$ cat src/rtl/param_alu_if.sv
// Command/result bundle between the issue stage and the param_alu execute unit.
// The issuing side drives command and operands; the ALU returns status, result and flags.
interface param_alu_if #(
  parameter int WIDTH = 32
);
  logic             start;
  logic [3:0]       op;
  logic [WIDTH-1:0] a;
  logic [WIDTH-1:0] b;
  logic             ready;
  logic             busy;
  logic             done;
  logic [WIDTH-1:0] result;
  logic             zero;
  logic             negative;
  logic             carry;
  logic             overflow;

  modport master (
    output start, op, a, b,
    input  ready, busy, done, result, zero, negative, carry, overflow
  );

  modport slave (
    input  start, op, a, b,
    output ready, busy, done, result, zero, negative, carry, overflow
  );
endinterface

$ cat src/rtl/param_alu.sv
// Parametrised integer execute unit: single-cycle logic/arith/shift ops plus
// iterative shift-add multiply and restoring unsigned divide with fixed latency.
//
// state | meaning
// IDLE  | ready for a command; single-cycle ops complete from here
// EXEC  | iterative MUL/MULHU/DIVU/REMU running, one step per cycle
module param_alu #(
  parameter int WIDTH = 32
) (
  input  logic      clk,
  input  logic      rst,
  param_alu_if.slave bus
);

  localparam int SHW = $clog2(WIDTH);
  localparam int CW  = SHW + 1;

  typedef enum logic [0:0] {IDLE, EXEC} state_t;

  localparam logic [3:0] OP_ADD   = 4'd0;
  localparam logic [3:0] OP_SUB   = 4'd1;
  localparam logic [3:0] OP_AND   = 4'd2;
  localparam logic [3:0] OP_OR    = 4'd3;
  localparam logic [3:0] OP_XOR   = 4'd4;
  localparam logic [3:0] OP_SLT   = 4'd5;
  localparam logic [3:0] OP_SLTU  = 4'd6;
  localparam logic [3:0] OP_SLL   = 4'd7;
  localparam logic [3:0] OP_SRL   = 4'd8;
  localparam logic [3:0] OP_SRA   = 4'd9;
  localparam logic [3:0] OP_MUL   = 4'd10;
  localparam logic [3:0] OP_MULHU = 4'd11;
  localparam logic [3:0] OP_DIVU  = 4'd12;
  localparam logic [3:0] OP_REMU  = 4'd13;

  state_t             state, state_nxt;
  logic [CW-1:0]      cnt;
  logic [3:0]         op_q;
  logic [WIDTH-1:0]   opnd;
  logic [2*WIDTH-1:0] acc;
  logic [WIDTH-1:0]   res_q;
  logic               zero_q, neg_q, carry_q, ovf_q, done_q;

  logic               accept, start_iter, last_iter, is_mul_q;
  logic [SHW-1:0]     sh;
  logic [WIDTH:0]     sum_add, sum_sub;
  logic [WIDTH-1:0]   alu_res;
  logic               alu_c, alu_v;
  logic [WIDTH:0]     mul_sum;
  logic [2*WIDTH-1:0] mul_nxt, div_nxt;
  logic [WIDTH-1:0]   div_diff;
  logic               div_neg;
  logic [WIDTH-1:0]   iter_res;
  logic [WIDTH-1:0]   fin_res;

  assign accept     = bus.start && (state == IDLE);
  assign start_iter = (bus.op >= OP_MUL) && (bus.op <= OP_REMU);
  assign last_iter  = (cnt == CW'(WIDTH - 1));
  assign is_mul_q   = (op_q == OP_MUL) || (op_q == OP_MULHU);

  always_ff @(posedge clk) begin
    if (rst) state <= IDLE;
    else     state <= state_nxt;
  end

  always_comb begin
    state_nxt = state;
    case (state)
      IDLE: if (accept && start_iter) state_nxt = EXEC;
      EXEC: if (last_iter)            state_nxt = IDLE;
      default:                        state_nxt = IDLE;
    endcase
  end

  assign sh      = bus.b[SHW-1:0];
  assign sum_add = {1'b0, bus.a} + {1'b0, bus.b};
  assign sum_sub = {1'b0, bus.a} + {1'b0, ~bus.b} + (WIDTH+1)'(1);

  always_comb begin
    alu_res = '0;
    alu_c   = 1'b0;
    alu_v   = 1'b0;
    case (bus.op)
      OP_ADD: begin
        alu_res = sum_add[WIDTH-1:0];
        alu_c   = sum_add[WIDTH];
        alu_v   = (bus.a[WIDTH-1] == bus.b[WIDTH-1]) && (alu_res[WIDTH-1] != bus.a[WIDTH-1]);
      end
      OP_SUB: begin
        alu_res = sum_sub[WIDTH-1:0];
        alu_c   = sum_sub[WIDTH];
        alu_v   = (bus.a[WIDTH-1] != bus.b[WIDTH-1]) && (alu_res[WIDTH-1] != bus.a[WIDTH-1]);
      end
      OP_AND:  alu_res = bus.a & bus.b;
      OP_OR:   alu_res = bus.a | bus.b;
      OP_XOR:  alu_res = bus.a ^ bus.b;
      OP_SLT:  alu_res = {{(WIDTH-1){1'b0}}, ($signed(bus.a) < $signed(bus.b))};
      OP_SLTU: alu_res = {{(WIDTH-1){1'b0}}, (bus.a < bus.b)};
      OP_SLL:  alu_res = bus.a << sh;
      OP_SRL:  alu_res = bus.a >> sh;
      OP_SRA:  alu_res = $signed(bus.a) >>> sh;
      default: alu_res = '0;
    endcase
  end

  // acc holds {partial product high, multiplier} for MUL and {remainder, dividend/quotient} for DIV
  assign mul_sum  = {1'b0, acc[2*WIDTH-1:WIDTH]} + (acc[0] ? {1'b0, opnd} : '0);
  assign mul_nxt  = {mul_sum, acc[WIDTH-1:1]};
  assign div_neg  = (acc[2*WIDTH-1:WIDTH-1] < {1'b0, opnd});
  assign div_diff = acc[2*WIDTH-2:WIDTH-1] - opnd;
  assign div_nxt  = div_neg ? {acc[2*WIDTH-2:0], 1'b0}
                            : {div_diff, acc[WIDTH-2:0], 1'b1};

  always_comb begin
    iter_res = '0;
    case (op_q)
      OP_MUL:   iter_res = mul_nxt[WIDTH-1:0];
      OP_MULHU: iter_res = mul_nxt[2*WIDTH-1:WIDTH];
      OP_DIVU:  iter_res = div_nxt[WIDTH-1:0];
      OP_REMU:  iter_res = div_nxt[2*WIDTH-1:WIDTH];
      default:  iter_res = '0;
    endcase
  end

  assign fin_res = (state == IDLE) ? alu_res : iter_res;

  always_ff @(posedge clk) begin
    if (rst) begin
      cnt     <= '0;
      op_q    <= '0;
      opnd    <= '0;
      acc     <= '0;
      res_q   <= '0;
      zero_q  <= 1'b0;
      neg_q   <= 1'b0;
      carry_q <= 1'b0;
      ovf_q   <= 1'b0;
      done_q  <= 1'b0;
    end else begin
      done_q <= 1'b0;
      if (accept && start_iter) begin
        op_q <= bus.op;
        cnt  <= '0;
        if ((bus.op == OP_MUL) || (bus.op == OP_MULHU)) begin
          opnd <= bus.a;
          acc  <= {{WIDTH{1'b0}}, bus.b};
        end else begin
          opnd <= bus.b;
          acc  <= {{WIDTH{1'b0}}, bus.a};
        end
      end else if (accept) begin
        res_q   <= fin_res;
        zero_q  <= (fin_res == '0);
        neg_q   <= fin_res[WIDTH-1];
        carry_q <= alu_c;
        ovf_q   <= alu_v;
        done_q  <= 1'b1;
      end else if (state == EXEC) begin
        acc <= is_mul_q ? mul_nxt : div_nxt;
        cnt <= cnt + CW'(1);
        if (last_iter) begin
          res_q   <= fin_res;
          zero_q  <= (fin_res == '0);
          neg_q   <= fin_res[WIDTH-1];
          carry_q <= 1'b0;
          ovf_q   <= 1'b0;
          done_q  <= 1'b1;
        end
      end
    end
  end

  assign bus.ready    = (state == IDLE);
  assign bus.busy     = (state == EXEC);
  assign bus.done     = done_q;
  assign bus.result   = res_q;
  assign bus.zero     = zero_q;
  assign bus.negative = neg_q;
  assign bus.carry    = carry_q;
  assign bus.overflow = ovf_q;

endmodule

$ cat src/flat_wrapper.sv
// flat-port wrapper written by rule: the top's interface ports become plain ports
module param_alu_flat 
#(
  parameter int WIDTH = 32
)
  (clk, rst, bus_start, bus_op, bus_a, bus_b, bus_ready, bus_busy, bus_done, bus_result, bus_zero, bus_negative, bus_carry, bus_overflow);
  param_alu_if #(.WIDTH(WIDTH)) bus_i ();
  input  logic clk;
  input  logic rst;
  input wire logic [$bits(bus_i.start)-1:0] bus_start;
  input wire logic [$bits(bus_i.op)-1:0] bus_op;
  input wire logic [$bits(bus_i.a)-1:0] bus_a;
  input wire logic [$bits(bus_i.b)-1:0] bus_b;
  output wire logic [$bits(bus_i.ready)-1:0] bus_ready;
  output wire logic [$bits(bus_i.busy)-1:0] bus_busy;
  output wire logic [$bits(bus_i.done)-1:0] bus_done;
  output wire logic [$bits(bus_i.result)-1:0] bus_result;
  output wire logic [$bits(bus_i.zero)-1:0] bus_zero;
  output wire logic [$bits(bus_i.negative)-1:0] bus_negative;
  output wire logic [$bits(bus_i.carry)-1:0] bus_carry;
  output wire logic [$bits(bus_i.overflow)-1:0] bus_overflow;
  assign bus_i.start = bus_start;
  assign bus_i.op = bus_op;
  assign bus_i.a = bus_a;
  assign bus_i.b = bus_b;
  assign bus_ready = bus_i.ready;
  assign bus_busy = bus_i.busy;
  assign bus_done = bus_i.done;
  assign bus_result = bus_i.result;
  assign bus_zero = bus_i.zero;
  assign bus_negative = bus_i.negative;
  assign bus_carry = bus_i.carry;
  assign bus_overflow = bus_i.overflow;
  param_alu #(.WIDTH(WIDTH)) u_core (.clk(clk), .rst(rst), .bus(bus_i));
endmodule
$ cat config.mk
export PLATFORM = sky130hd
export DESIGN_NAME = param_alu_flat
export DESIGN_NICKNAME = d
export VERILOG_FILES = /design/src/rtl/param_alu_if.sv /design/src/rtl/param_alu.sv /design/src/flat_wrapper.sv
export SDC_FILE = /design/constraint.sdc
export NUM_CORES = 1
export LEC_CHECK = 0
export ABC_AREA = 1
export CAP_MARGIN = 15
export CORE_ASPECT_RATIO = 0.5
export CORE_MARGIN = 5
export CORE_UTILIZATION = 35
export CTS_CLUSTER_DIAMETER = 30
export DETAILED_ROUTE_END_ITERATION = 8
export HOLD_SLACK_MARGIN = 0.08
export PLACE_DENSITY = 0.5
export SYNTH_ARGS = -nofsm -noshare
export SYNTH_HDL_FRONTEND = slang
export SYNTH_SLANG_ARGS = --single-unit
$ cat constraint.sdc
create_clock -name clk -period 10.96 [get_ports clk]
set_input_delay 3.288 -clock clk [delete_from_list [all_inputs] [get_ports clk]]
set_output_delay 3.288 -clock clk [all_outputs]
set_load 0.05 [all_outputs]
# Word-level counts from Yosys, hierarchy flattened

Cells that the tools add are included.

Register bits after elaboration: 144
Latch bits: 0
RAM bits: 0
Bits in read-only memories: 0
Input bits: 71
Logic and storage cells: 101
Memories kept: 0

$add $sub $neg: 6
$mul: 0
Divide/modulo/power cells: 0
Order comparisons: 5
Equality and inequality tests: 21
Shift-type cells: 3
Mux-type cells: 32
Bitwise operators: 7
Reduce and logical (&&, ||, !) cells: 16

Operators by type and width:

| operator                | count |
|---|---|
| $mux W64                | 5 |
| $pmux W32 S10           | 1 |
| $mux W32                | 7 |
| $pmux W32 S4            | 1 |
| $add A32 B32 Y33        | 2 |
| $lt A32 B32 Y1          | 2 |
| $add A32 B33 Y33        | 1 |
| $add A33 B1 Y33 const B | 1 |
| $lt A33 B32 Y1          | 1 |
| $and A32 B32 Y32        | 1 |
| $eq A4 B4 Y1 const B    | 8 |
| $logic_not A32 Y1       | 1 |
| $not A32 Y32            | 1 |
| $or A32 B32 Y32         | 1 |
| $shl A32 B5 Y32         | 1 |
| $shr A32 B5 Y32         | 1 |
| $sshr A32 B5 Y32        | 1 |
| $sub A32 B32 Y32        | 1 |
| $xor A32 B32 Y32        | 1 |
| $eq A4 B3 Y1 const B    | 4 |
| $mux W1                 | 15 |
| $eq A4 B2 Y1 const B    | 2 |
| $add A6 B1 Y6 const B   | 1 |
| $eq A6 B5 Y1 const B    | 1 |
| other kinds (15)        | 29 |

# Depth between registers and ports, before layout

Depth after elaboration: 9
Mapped depth: 28

# Worst setup path after synthesis

No wires, ideal clock.

Path type: input -> register
Start: input port bus_b[2]
End: register u_core.zero_q (netlist: u_core.bus.zero)
Setup time: 0.067 ns
Arrival time: 5.934 ns
Slack: 4.958 ns
Cell stages on the path: 27
Cells stage by stage: buf_2 > clkinv_1 > buf_2 > buf_1 > ha_1 > buf_2 > inv_1 > nand3_1 > nand2_1 > nand2_1 > nand2_1 > nand2_1 > nand2_1 > nand2_1 > nand2_1 > nand2_1 > nand3_1 > nand2_1 > nor2_1 > nor2_1 > nor2_1 > nand2_1 > nor2_1 > nand2_1 > nor2_1 > nand2_1 > a21oi_2

Word-level cells in the longest chain between the ends: 9
Elaborated cells between the ends (all ways): 18
Classes of those cells: 3 x add/sub; 2 x order compare; 3 x shift; 5 x mux; 4 x bitwise; 1 x reduce/logical

Ends and longest elaborated chain:

| element              | line                               | source |
|---|---|---|
| start, declared      | flat_wrapper.sv:13                 | `input wire logic [$bits(bus_i.b)-1:0] bus_b;` |
| $not A32 Y32         | param_alu.sv:76                    | `assign sum_sub = {1'b0, bus.a} + {1'b0, ~bus.b} + (WIDTH+1)'(1);` |
| $add A32 B32 Y33     | param_alu.sv:76                    |  |
| $add A33 B1 Y33      | param_alu.sv:76                    |  |
| $pmux W32 S10 *      | param_alu.sv:82                    | `case (bus.op)` |
| $mux W32 *           | param_alu.sv:124                   | `assign fin_res = (state == IDLE) ? alu_res : iter_res;` |
| $logic_not A32 Y1 *  | param_alu.sv:152, param_alu.sv:162 |  |
| $mux W1              | param_alu.sv:160                   | `if (last_iter) begin` |
| $mux W1              | param_alu.sv:157                   | `end else if (state == EXEC) begin` |
| $mux W1 *            | param_alu.sv:150                   | `end else if (accept) begin` |
| end signal, assigned | param_alu.sv:152                   | `zero_q <= (fin_res == '0);` |
| end signal, assigned | param_alu.sv:162                   | `zero_q <= (fin_res == '0);` |
| end, declared        | param_alu.sv:41                    | `logic zero_q, neg_q, carry_q, ovf_q, done_q;` |

Every way passes the cells marked *; elsewhere a longest branch is shown, timed or not. The select of a mux whose other input is x is not followed.
A chain may end at the register's enable or synchronous reset.

# Worst setup path after layout

Start: input port bus_a[15]
End: register u_core.zero_q (netlist: u_core.bus.zero)

Word-level cells in the longest chain between the ends: 8
Elaborated cells between the ends (all ways): 17
Classes of those cells: 3 x add/sub; 2 x order compare; 3 x shift; 5 x mux; 3 x bitwise; 1 x reduce/logical

Ends and longest elaborated chain:

| element             | line                               | source |
|---|---|---|
| start, declared     | flat_wrapper.sv:12                 | `input wire logic [$bits(bus_i.a)-1:0] bus_a;` |
| $add A32 B32 Y33    | param_alu.sv:76                    |  |
| $add A33 B1 Y33     | param_alu.sv:76                    |  |
| $pmux W32 S10 *     | param_alu.sv:82                    |  |
| $mux W32 *          | param_alu.sv:124                   |  |
| $logic_not A32 Y1 * | param_alu.sv:152, param_alu.sv:162 |  |
| $mux W1             | param_alu.sv:160                   |  |
| $mux W1             | param_alu.sv:157                   |  |
| $mux W1 *           | param_alu.sv:150                   |  |

Marked as above.

==> flow_summary_export.csv <==
group,metric,value,unit
flow_run,drv_cap,0,
clocking,clk_latency,460,ps
setup_path,crit_arrival,7490,ps
min_path,hold_depth,2,
sta,fin_crit,7120,ps
yosys,syn_area_per_cell,5.31,sq um
power,power.switching,4.13,mW
cells_and_area,num-nets-final,4538,
floorplan,dieArea,71400,sq um
setup_path,rr_worst_depth,19,
yosys,yosysWarnings,0,
power,p_leak,13.2,nW
yosys,seq_area_frac_synth,12.4,%
grt,grt_use_total,31.5,%
cells_and_area,final_common_cell,"nand2_1",
clocking,cts.sinks,143,
placed_design,numPortBuffers,109,
clocking,cts_hold_buf,0,
grt,grt_pass1_wl,171000,um
route,routed_wl,118000,um
setup_path,critical_path.endpoint_type,"flop",
setup_path,start_kind,"primary input",
floorplan,io_pins,110,
grt,overflow,0,
sta,tightest_slew,1040,ps
setup_path,worstSetupPathType,"in2reg",
grt,grt_max_degree,79,
cells_and_area,drive_gt1_share,2.64,%
min_path,worstHoldStart,"u_core.bus.overflow$_SDFFE_PP0P_",
yosys,syn_inst,4339,
clocking,clk_pin_slew,70,ps
sta,tns,0,ps
power,power.total,6.73,mW
sta,setup_viol,0,
min_path,hp-class,"reg2reg",
sta,max-slew-margin-rel,30.4,%
setup_path,r2r_end,"u_core.bus.zero$_SDFFE_PP0P_",
clocking,cts_resized,0,
route,drc_errors,0,
min_path,min_to,"u_core.bus.overflow$_SDFFE_PP0P_",
route,viasPerCell,5.66,
placed_design,gp_congestion,1.05,
cells_and_area,regArea,2860,sq um
route,via_count,29400,
route,first_iter_violations,4063,
floorplan,die_y,191,um
grt,grt_antenna_before_repair,4,
power,swShare,61.4,%
clocking,cts_inserted_buffers,17,
power,p_per_area,267,nW/um^2
route,drtAntennaViolNets,0,
floorplan,core-area,65100,sq um
yosys,synth-edff-count,0,
cells_and_area,fin_cells,5196,
yosys,async_reset_ff_share,0,%
sta,clock_skew,22.9,ps
grt,grt_pass1_vias,26700,
placed_design,post-place-cells,5163,
route,wire_per_inst,22.7,um
yosys,syn_nets,4579,
sta,final_max_slew_viol_count,0,
yosys,ys.flop_type,"dfxtp_1",
setup_path,path_max_fanout,10,
clocking,htreeDepth,4,
placed_design,place_hpwl,93900,um
setup_path,critPathRequiredTime,11330,ps
sta,holdWs,467,ps
yosys,yosysUniqueCellTypes,56,
cells_and_area,area_growth_syn_to_layout,9.51,%
clocking,cts_max_path_buffers,2,
cells_and_area,multi_input_area,17000,sq um
setup_path,cp-startpoint,"bus_a[15]",
power,p_clk_share,9.2,%
power,p_int,2.60,mW
yosys,syn_area,23100,sq um
clocking,cts_tree,"done",
sta,rsz0062_at_grt,"false",
clocking,cts_root_buf,"clkbuf_16",
cells_and_area,nFillCells,7520,
run_status,outcome,"finished, final reports clean",
power,ir_worst_vdd,0.312,mV
route,drt_first_pass_iters,6,
sta,max_freq,140,MHz
setup_path,r2r_setup_slack,6680,ps
clocking,cts_setup_buffers,0,
sta,finalHoldViolCount,0,
power,sequentialPowerShare,10.6,%
setup_path,worst_r2r_startpoint,"u_core.opnd[28]$_SDFFE_PP0P_",
cells_and_area,final_cell_mix,"nand2_1 (1343), inv_1 (609), nand3_1 (582)",
floorplan,row_count,66,
sta,min_period_over_period,64.9,%
yosys,synth_seq_cells,143,
floorplan,initial_core_util,35.4,%
power,pwr-share-comb,80.2,%
floorplan,die_x,373,um
stage by stage:
step           setup WS (ps)  util [%]  cell area, sq um
6_report                3840      38.8             25200
5_1_grt                 3800      38.8             25200
4_1_cts                 4110      38.8             25200
3_5_place_dp            3660      37.9             24700
3_3_place_gp            3620      37.9             24700
2_1_floorplan           4960         -             23100
sequential cells by signal, summed over array words and instances, names as in the netlist:
name	flops
u_core.acc	64
u_core.opnd	32
u_core.bus.result	31
u_core.cnt	6
u_core.op_q	4
u_core.bus.busy	1
u_core.bus.carry	1
u_core.bus.done	1
u_core.bus.negative	1
u_core.bus.overflow	1
u_core.bus.zero	1
worst max-delay path by stage:
stage,end,slack [ps],depth (start not counted)
6_report,u_core.bus.zero$_SDFFE_PP0P_,3840,19
5_1_grt,u_core.acc[31]$_SDFFE_PP0P_,3800,16
4_1_cts,u_core.bus.zero$_SDFFE_PP0P_,4110,19
3_5_place_dp,u_core.bus.zero$_SDFFE_PP0P_,3660,19
3_3_place_gp,u_core.opnd[4]$_SDFFE_PP0P_,3620,14
2_1_floorplan,u_core.bus.zero$_SDFFE_PP0P_,4960,27
power groups by stage:
stage | Sequential (mW) | Clock (mW) | Combinational (mW)
floorplan | 0.714 | 0 | 3.97
global placement | 0.718 | 0 | 5.29
detailed placement | 0.716 | 0 | 5.30
CTS | 0.705 | 0.624 | 5.33
global route | 0.717 | 0.642 | 6.00
finish | 0.712 | 0.621 | 5.40
cell type report:
type	count	area share, %
flip-flops and latches	143	11.3
clock inverters	12	0.515
inverters	619	9.20
multi-input cells	3375	67.5
repair buffers	142	5.22
well taps	884	4.38
diodes	1	0.00991
clock buffers	20	1.81
Yosys cell counts, drive strengths merged, types with 7 or more instances:
cell	instances	area (sq um)
buf	83	428
nand3	586	2950
o211ai	81	608
xor2	15	131
o221ai	13	114
dfxtp	143	2860
nand4	28	175
or3	15	93.8
o21a	7	52.6
nor2	403	1530
a21oi	243	1230
ha	165	2060
o21bai	29	218
nor3	42	220
clkbuf	119	447
a31oi	8	50.1
nand3b	37	278
or2	8	50.1
o32ai	31	272
nand2	1352	5100
inv	617	2320
o21ai	213	1070
and2	16	100
o22ai	23	144
xnor2	15	131
routing by layer:
| metal | part of all wire (%) | up-vias | global-route usage (%) |
|---|---|---|---|
| li1 | - | 14000 | - |
| met1 | 46 | 13800 | 45.7 |
| met2 | 41 | 1472 | 48.3 |
| met3 | 9.7 | 169 | 4.94 |
| met4 | 3.0 | 6 | 8.63 |
| met5 | 0.039 | - | 0 |
worst max-delay path: stages:
cell and delay [ps]:
clkdlybuf4s50_1 850, inv_1 100, ha_1 560, nand2_1 170, nor2_1 160, inv_1 90
nor3_1 480, o21ai_0 350, nand3_1 140, nand2_1 60, nand3_1 70, nand2_1 50
o21ai_0 460, nand2_1 150, nor2_1 120, nand3_1 80, nor2_1 110, nand2_1 70
a21oi_2 110
logic make-up after synthesis:
group / synth area share, %
XOR/XNOR: 1.14
multiplexers: 0.174
AO/OA/AOI/OAI: 17.3
buffers and inverters: 13.9
flip-flops: 12.4
adder cells (fa/ha/maj): 9.30
AND/OR/NAND/NOR: 45.7
Note: power is estimated with default switching activity, not from simulation.
